<file path="src/rtl/instr_fetch_unit.sv">
// Instruction fetch unit for MiniMIPS: loadable program store, 6-bit PC sequencer, valid/ready issue port.
// Optional `IFU_ISSUE_COUNT_EN adds a saturating count of completed handshakes on issue_count.
module instr_fetch_unit #(
  parameter int         ADDR_W  = 6,
  parameter int         DEPTH   = 2**ADDR_W,
  parameter int         INSTR_W = 16,
  parameter logic [3:0] HALT_OP = 4'b1111
) (
  input  logic               clk,
  input  logic               reset,
  input  logic               load_en,
  input  logic [ADDR_W-1:0]  load_addr,
  input  logic [INSTR_W-1:0] load_data,
  input  logic               start,
  output logic [INSTR_W-1:0] instr,
  output logic               instr_valid,
  input  logic               instr_ready,
  input  logic               redirect_en,
  input  logic [ADDR_W-1:0]  redirect_pc,
  output logic [ADDR_W-1:0]  pc,
  output logic               busy,
  output logic               halted
`ifdef IFU_ISSUE_COUNT_EN
  ,output logic [15:0]       issue_count
`endif
);

  typedef enum logic [1:0] {S_IDLE, S_FETCH, S_ISSUE, S_HALT} state_t;

  state_t             r_state;
  state_t             w_state_nxt;
  logic [INSTR_W-1:0] r_mem [DEPTH];
  logic [INSTR_W-1:0] r_rd_dat;
  logic               r_rd_ok;
  logic [ADDR_W-1:0]  r_pc;
  logic [ADDR_W-1:0]  w_pc_nxt;
  logic [INSTR_W-1:0] r_instr;
  logic               r_instr_vld;

  logic w_busy;
  logic w_start_ok;
  logic w_redir;
  logic w_hs;
  logic w_is_halt;
  logic w_fetch_done;

  assign w_busy       = (r_state == S_FETCH) || (r_state == S_ISSUE);
  assign w_start_ok   = start && !w_busy;
  assign w_redir      = redirect_en && w_busy;
  assign w_hs         = (r_state == S_ISSUE) && r_instr_vld && instr_ready;
  assign w_is_halt    = (r_rd_dat[INSTR_W-1 -: 4] == HALT_OP);
  assign w_fetch_done = (r_state == S_FETCH) && r_rd_ok && !w_redir;

  // State register
  always_ff @(posedge clk or posedge reset) begin
    if (reset) r_state <= S_IDLE;
    else       r_state <= w_state_nxt;
  end

  // Next-state logic
  always_comb begin
    w_state_nxt = r_state;
    case (r_state)
      S_IDLE:  if (start) w_state_nxt = S_FETCH;
      S_FETCH: begin
        if (w_redir)      w_state_nxt = S_FETCH;
        else if (r_rd_ok) w_state_nxt = w_is_halt ? S_HALT : S_ISSUE;
      end
      S_ISSUE: if (w_redir || w_hs) w_state_nxt = S_FETCH;
      S_HALT:  if (start) w_state_nxt = S_FETCH;
      default: w_state_nxt = S_IDLE;
    endcase
  end

  // Output decode
  always_comb begin
    busy   = 1'b0;
    halted = 1'b0;
    case (r_state)
      S_FETCH, S_ISSUE: busy   = 1'b1;
      S_HALT:           halted = 1'b1;
      default: ;
    endcase
  end

  always_comb begin
    w_pc_nxt = r_pc;
    if (w_start_ok)   w_pc_nxt = '0;
    else if (w_redir) w_pc_nxt = redirect_pc;
    else if (w_hs)    w_pc_nxt = r_pc + ADDR_W'(1);
  end

  // Program store: no reset; the read port looks ahead at the next PC
  always_ff @(posedge clk) begin
    if (load_en && !w_busy) r_mem[load_addr] <= load_data;
    r_rd_dat <= r_mem[w_pc_nxt];
  end

  always_ff @(posedge clk or posedge reset) begin
    if (reset) begin
      r_pc        <= '0;
      r_rd_ok     <= 1'b0;
      r_instr     <= '0;
      r_instr_vld <= 1'b0;
    end else begin
      r_pc <= w_pc_nxt;
      // A load accepted alongside start may hit word 0 at the same edge as the
      // look-ahead read, so the first word after start is always re-read.
      r_rd_ok <= (w_state_nxt == S_FETCH) && !w_start_ok;
      if (w_fetch_done && !w_is_halt) begin
        r_instr     <= r_rd_dat;
        r_instr_vld <= 1'b1;
      end else if (w_hs || w_redir) begin
        r_instr_vld <= 1'b0;
      end
    end
  end

  assign instr       = r_instr;
  assign instr_valid = r_instr_vld;
  assign pc          = r_pc;

`ifdef IFU_ISSUE_COUNT_EN
  logic [15:0] r_issue_cnt;

  always_ff @(posedge clk or posedge reset) begin
    if (reset)                             r_issue_cnt <= '0;
    else if (w_start_ok)                   r_issue_cnt <= '0;
    else if (w_hs && r_issue_cnt != '1)    r_issue_cnt <= r_issue_cnt + 16'd1;
  end

  assign issue_count = r_issue_cnt;
`endif

endmodule

</file>
<file path="config.mk">
export PLATFORM = sky130hd
export DESIGN_NAME = instr_fetch_unit
export DESIGN_NICKNAME = d
export VERILOG_FILES = /design/src/rtl/instr_fetch_unit.sv
export SDC_FILE = /design/constraint.sdc
export NUM_CORES = 1
export LEC_CHECK = 0
export CORE_MARGIN = 2
export CORE_UTILIZATION = 30
export CTS_CLUSTER_SIZE = 40
export DETAILED_ROUTE_END_ITERATION = 12
export SLEW_MARGIN = 20
export SYNTH_ARGS = -nofsm -noshare
export SYNTH_HDL_FRONTEND = slang
export SYNTH_SLANG_ARGS = --single-unit
</file>
<file path="constraint.sdc">
create_clock -name clk -period 4.7 [get_ports clk]
set_input_delay 0.47 -clock clk [delete_from_list [all_inputs] [get_ports clk]]
set_output_delay 0.47 -clock clk [all_outputs]
set_load 0.005 [all_outputs]
</file>
* Word-level counts from Yosys, hierarchy flattened
Memories as Yosys holds them, arrays and structs flattened. A register that Yosys moved wholly into a read port is not among the register bits. Index checks and enable logic that the tools add are counted.
Word-level totals: register bits after elaboration 26, bits in latches 0, RAM bits 1024, memory bits (read-only) 0, input bits 34, logic and storage cells 46, memories kept 1
Memory list:
- r_mem | words 64, bits a word 16, rd ports 1, clocked after memory_dff 1, write ports 1, line 32 | logic [INSTR_W-1:0] r_mem [DEPTH];
Operators by class: add/subtract/negate cells 1, multipliers 0, div/mod/pow operators 0, order comparisons 0, equality and inequality tests 5, shift-type cells 0, multiplexer cells 15, bitwise gates (word level) 0, reductions and logical operators 19
Operators with widths (number):
- $mux W6 | 3
- $logic_and A1 B1 Y1 | 9
- $mux W2 | 4
- $mux W1 | 7
- $add A6 B1 Y6 const B | 1
- $pmux W2 S3 | 1
- $eq A2 B1 Y1 const B | 2
- $eq A2 B2 Y1 const B | 2
- $eq A4 B4 Y1 const B | 1
- $logic_not A1 Y1 | 4
- $reduce_or A2 Y1 | 2
- $logic_not A2 Y1 | 1
- $logic_or A1 B1 Y1 | 2
- $reduce_bool A2 Y1 | 1

* Logic depth before layout (Yosys ltp)
word-level depth 8, mapped depth 16, depth with buffers taken out 11

* Worst setup path after synthesis
OpenSTA, ideal clock, no wires.
path kind reg-to-reg, start register r_state[0], end register r_rd_dat[6] (read register of r_mem), library setup time 0.120 ns, data arrival time 2.749 ns, required time 4.580 ns, path slack 1.831 ns, cell stages (with the launch flop) 15, path buffers 3, clock period less this slack 2.869 ns, cells stage by stage dfrtp_1 -> inv_1 -> ha_1 -> buf_6 -> nor2b_2 -> nor3b_1 -> or3_1 -> buf_6 -> clkinv_4 -> buf_6 -> mux2i_1 -> mux2i_1 -> a211o_1 -> a31o_2 -> o31a_1
Between the ends: cells in the longest elaborated chain, start to end 6, elaborated cells on any way between the ends 11, classes of those cells eq/ne: 2; mux: 3; reduce/logical: 6
RTL lines:
- from (decl) | line 30 | state_t r_state;
- from (signal assigned) | line 57 | else r_state <= w_state_nxt;
- $eq A2 B2 Y1 | line 47, 50
- $logic_and A1 B1 Y1 (2 in series) | line 50 | assign w_hs = (r_state == S_ISSUE) && r_instr_vld && instr_ready;
- $mux W6 | line 90 | else if (w_hs) w_pc_nxt = r_pc + ADDR_W'(1);
- $mux W6 | line 89 | else if (w_redir) w_pc_nxt = redirect_pc;
- $mux W6 * | line 88 | if (w_start_ok) w_pc_nxt = '0;
- to (decl) | line 33 | logic [INSTR_W-1:0] r_rd_dat;
Mark *: on every way between the ends. The rest lies on a longest branch, timed or not. A chain may end at the register's enable or synchronous reset.

* Worst setup path after layout
start register r_state[0], end register r_rd_dat[1] (read register of r_mem)
The elaborated chain is that of the path after synthesis.

==> run metrics <==
Post-Synthesis Cells between 3,000 and 4,000; buffer depth of the longest clock path 3; cts hold-fix bufs 0; Area growth, synth to finish 16.3%; setup violators final 0; worst hold margin approximately 0.19 ns; first-pass iteration count of the detailed router 5; Critical Setup Path Class register to register; Worst-Skew Late Latency roughly 0.70 ns; post-cts sizing count 0; Initial Util a little under a third; row count ~140; cts bufs inserted roughly 110; HPWL after DPL around 71,000 um; synthesized flop and latch total about 1,100; DRT Wirelength ~120,000 um; syn nets a little over 3,000; Inst Count DP between 4,000 and 5,000; RSZ-0062 raised after global routing no; Yosys top cell area share slightly above 70%; gr ovfl total 0; IO buf count just under 60; worst-margin pin slew 1.08 ns; root buf cell clkbuf_16; number of enable flip-flop cells after synthesis between 1,000 and 1,500; most common cell after layout, fill and taps aside edfxtp_1; largest net degree at the start of global routing 108; DR vias between 20,000 and 30,000; Die Span Y 380 um; DRT iter0 DRCs approximately 3,300; Synth Warn # 0; TritonCTS clock tree built; P_leak about 17 nW; power density over the cells approximately 660 mW/mm^2; max-slew violation count 0; pre-CTS WS -0.0113 ns; clk_skew 0.0350 ns; Crit. End Element register; Finished Layout Cells 5,184; main flop type after synthesis edfxtp_1; post-synthesis sequential area ratio about 75%; CTS Sinks about 1,100; GPL Wtd Cong approximately 0.85; chip width 380 um; Tmin final 4.51 ns; Post-synth ARST share 2.44%; register area 0.0317 sq mm; MaxCap Viol Count 0; die area 0.144 sq mm; Global Route Usage Sum ~16%; commonest non-fill, non-tap cells in the layout edfxtp_1, nand2_1, nand3_1, buf_4, a21oi_1; unique cell type count in the Yosys netlist 66; Nets between 3,000 and 4,000; hold crit path type input pin to async pin; core area 0.141 sq mm; Vias/cell 5.20; H-Tree Depth 3; Slew HR around 28%; Filler cells 13,552; post-route ant nets 0; first-pass GRT wire length ~180,000 um; worst-path maximum fanout 16; final hold violations 0; critical path arrival 5.09 ns; Highest Clock Rate 222 MHz; fin crit share between 90 and 100%; Critical Path Start Type register; wire per inst about 23 um; Ports 59; drt drc 0; initial antenna violation count 8; maximum VDD drop between 0.6 and 0.7 mV; share of post-route cells with drive strength above 1 between 10% and 20%; status finished, final reports clean; Netlist Area Pre-Place ~0.042 sq mm; Post-CTS Setup Inserts 0; footprint of the multi-input gates 0.00971 sq mm; CTS clk-pin slew, worst paths roughly 0.060 ns; vias in the first global route 25,495; Final WS setup roughly 0.19 ns; Crit path required time between 5 and 6 ns; cell taking the most area after synthesis edfxtp_1; post-synthesis average cell area 13.8 sq um; Synth area leaders edfxtp_1, nand2_1, nand3_1, and3_1, a311oi_1
## cell type report
type / instances / area share, %
inverter: 13 / 0.137
sequential: 1066 / 64.3
multi-input combinational: 1780 / 19.7
clock inverter: 66 / 1.15
clock buffer: 139 / 5.92
antenna: 2 / 0.0101
timing repair buffer: 228 / 4.06
tap: 1890 / 4.79
## worst paths after layout
kind	startpoint	slack (ns)	endpoint	depth (start not counted)
max	r_state[0]	0.19	r_rd_dat[1]	12
min	reset	0.19	instr[4]	3
max reg2reg	r_state[0]	0.19	r_rd_dat[1]	12
min reg2reg	instr[0]	0.51	instr[0]	1
max in group asynchronous	reset	4.15	instr[9]	3
min in group clk	load_data[0]	0.31	r_mem[55][0]	1
## worst max-delay path: stages, from the launching register on
cell      delay (ns)
dfrtp_1         0.47
inv_1           0.08
ha_1            0.45
nand2b_1        0.27
buf_4           0.21
nor2_1          0.05
a311o_1         0.48
buf_4           0.28
nor3_2          0.66
nor3b_1         0.80
nor4_2          0.25
buf_4           0.21
and4b_1         0.18
## registers in the layout (all words and copies together), names as in the netlist
| register | cells |
|---|---|
| instr | 16 |
| instr_valid | 1 |
| pc | 6 |
| r_mem | 1024 |
| r_rd_dat | 16 |
| r_rd_ok | 1 |
| r_state | 2 |
## routing by layer
layer	part of all wire [%]	wire length [um]	vias to the layer above	global-route usage, %
li1	-	-	11917	-
met1	43	51700	13646	23.0
met2	46	55300	1220	25.2
met3	8.3	10000	165	2.56
met4	2.5	3040	8	5.14
met5	0.042	50	-	0
## cell families after synthesis
logic type	share of synthesized area, %
flops	74.8
mux	1.55
fa+ha+maj	0.147
compound gates	7.98
simple gates	13.0
buf+inv	2.55
## metrics by stage
step                instance area (sq um)  total power (W)  utilization (%)  TNS, ns
floorplan                           42400           0.0190                -        0
detailed placement                  45800           0.0243             32.5  -0.0113
global route                        49400           0.0341             35.0        0
CTS                                 49300           0.0327             35.0        0
global placement                    45800           0.0243             32.5    -1.81
finish                              49400           0.0326             35.0        0
## report_power, final
part	switching [W]	internal, W	total (W)
combinational	0.00897	0.00434	0.0133
sequential	0.000240	0.0107	0.0109
clock	0.00363	0.00479	0.00842
total	0.0128	0.0198	0.0326
## cells in the mapped netlist (26+ instances only)
| cell | n |
|---|---|
| a211oi_1 | 89 |
| a21oi_1 | 116 |
| a311oi_1 | 77 |
| a31oi_1 | 37 |
| and3_1 | 112 |
| buf_1 | 31 |
| buf_2 | 101 |
| clkbuf_1 | 70 |
| dfrtp_1 | 26 |
| edfxtp_1 | 1024 |
| mux2i_1 | 41 |
| nand2_1 | 718 |
| nand3_1 | 222 |
| nor2_1 | 84 |
| o22ai_1 | 27 |
Note: power is estimated with default switching activity, not from simulation.
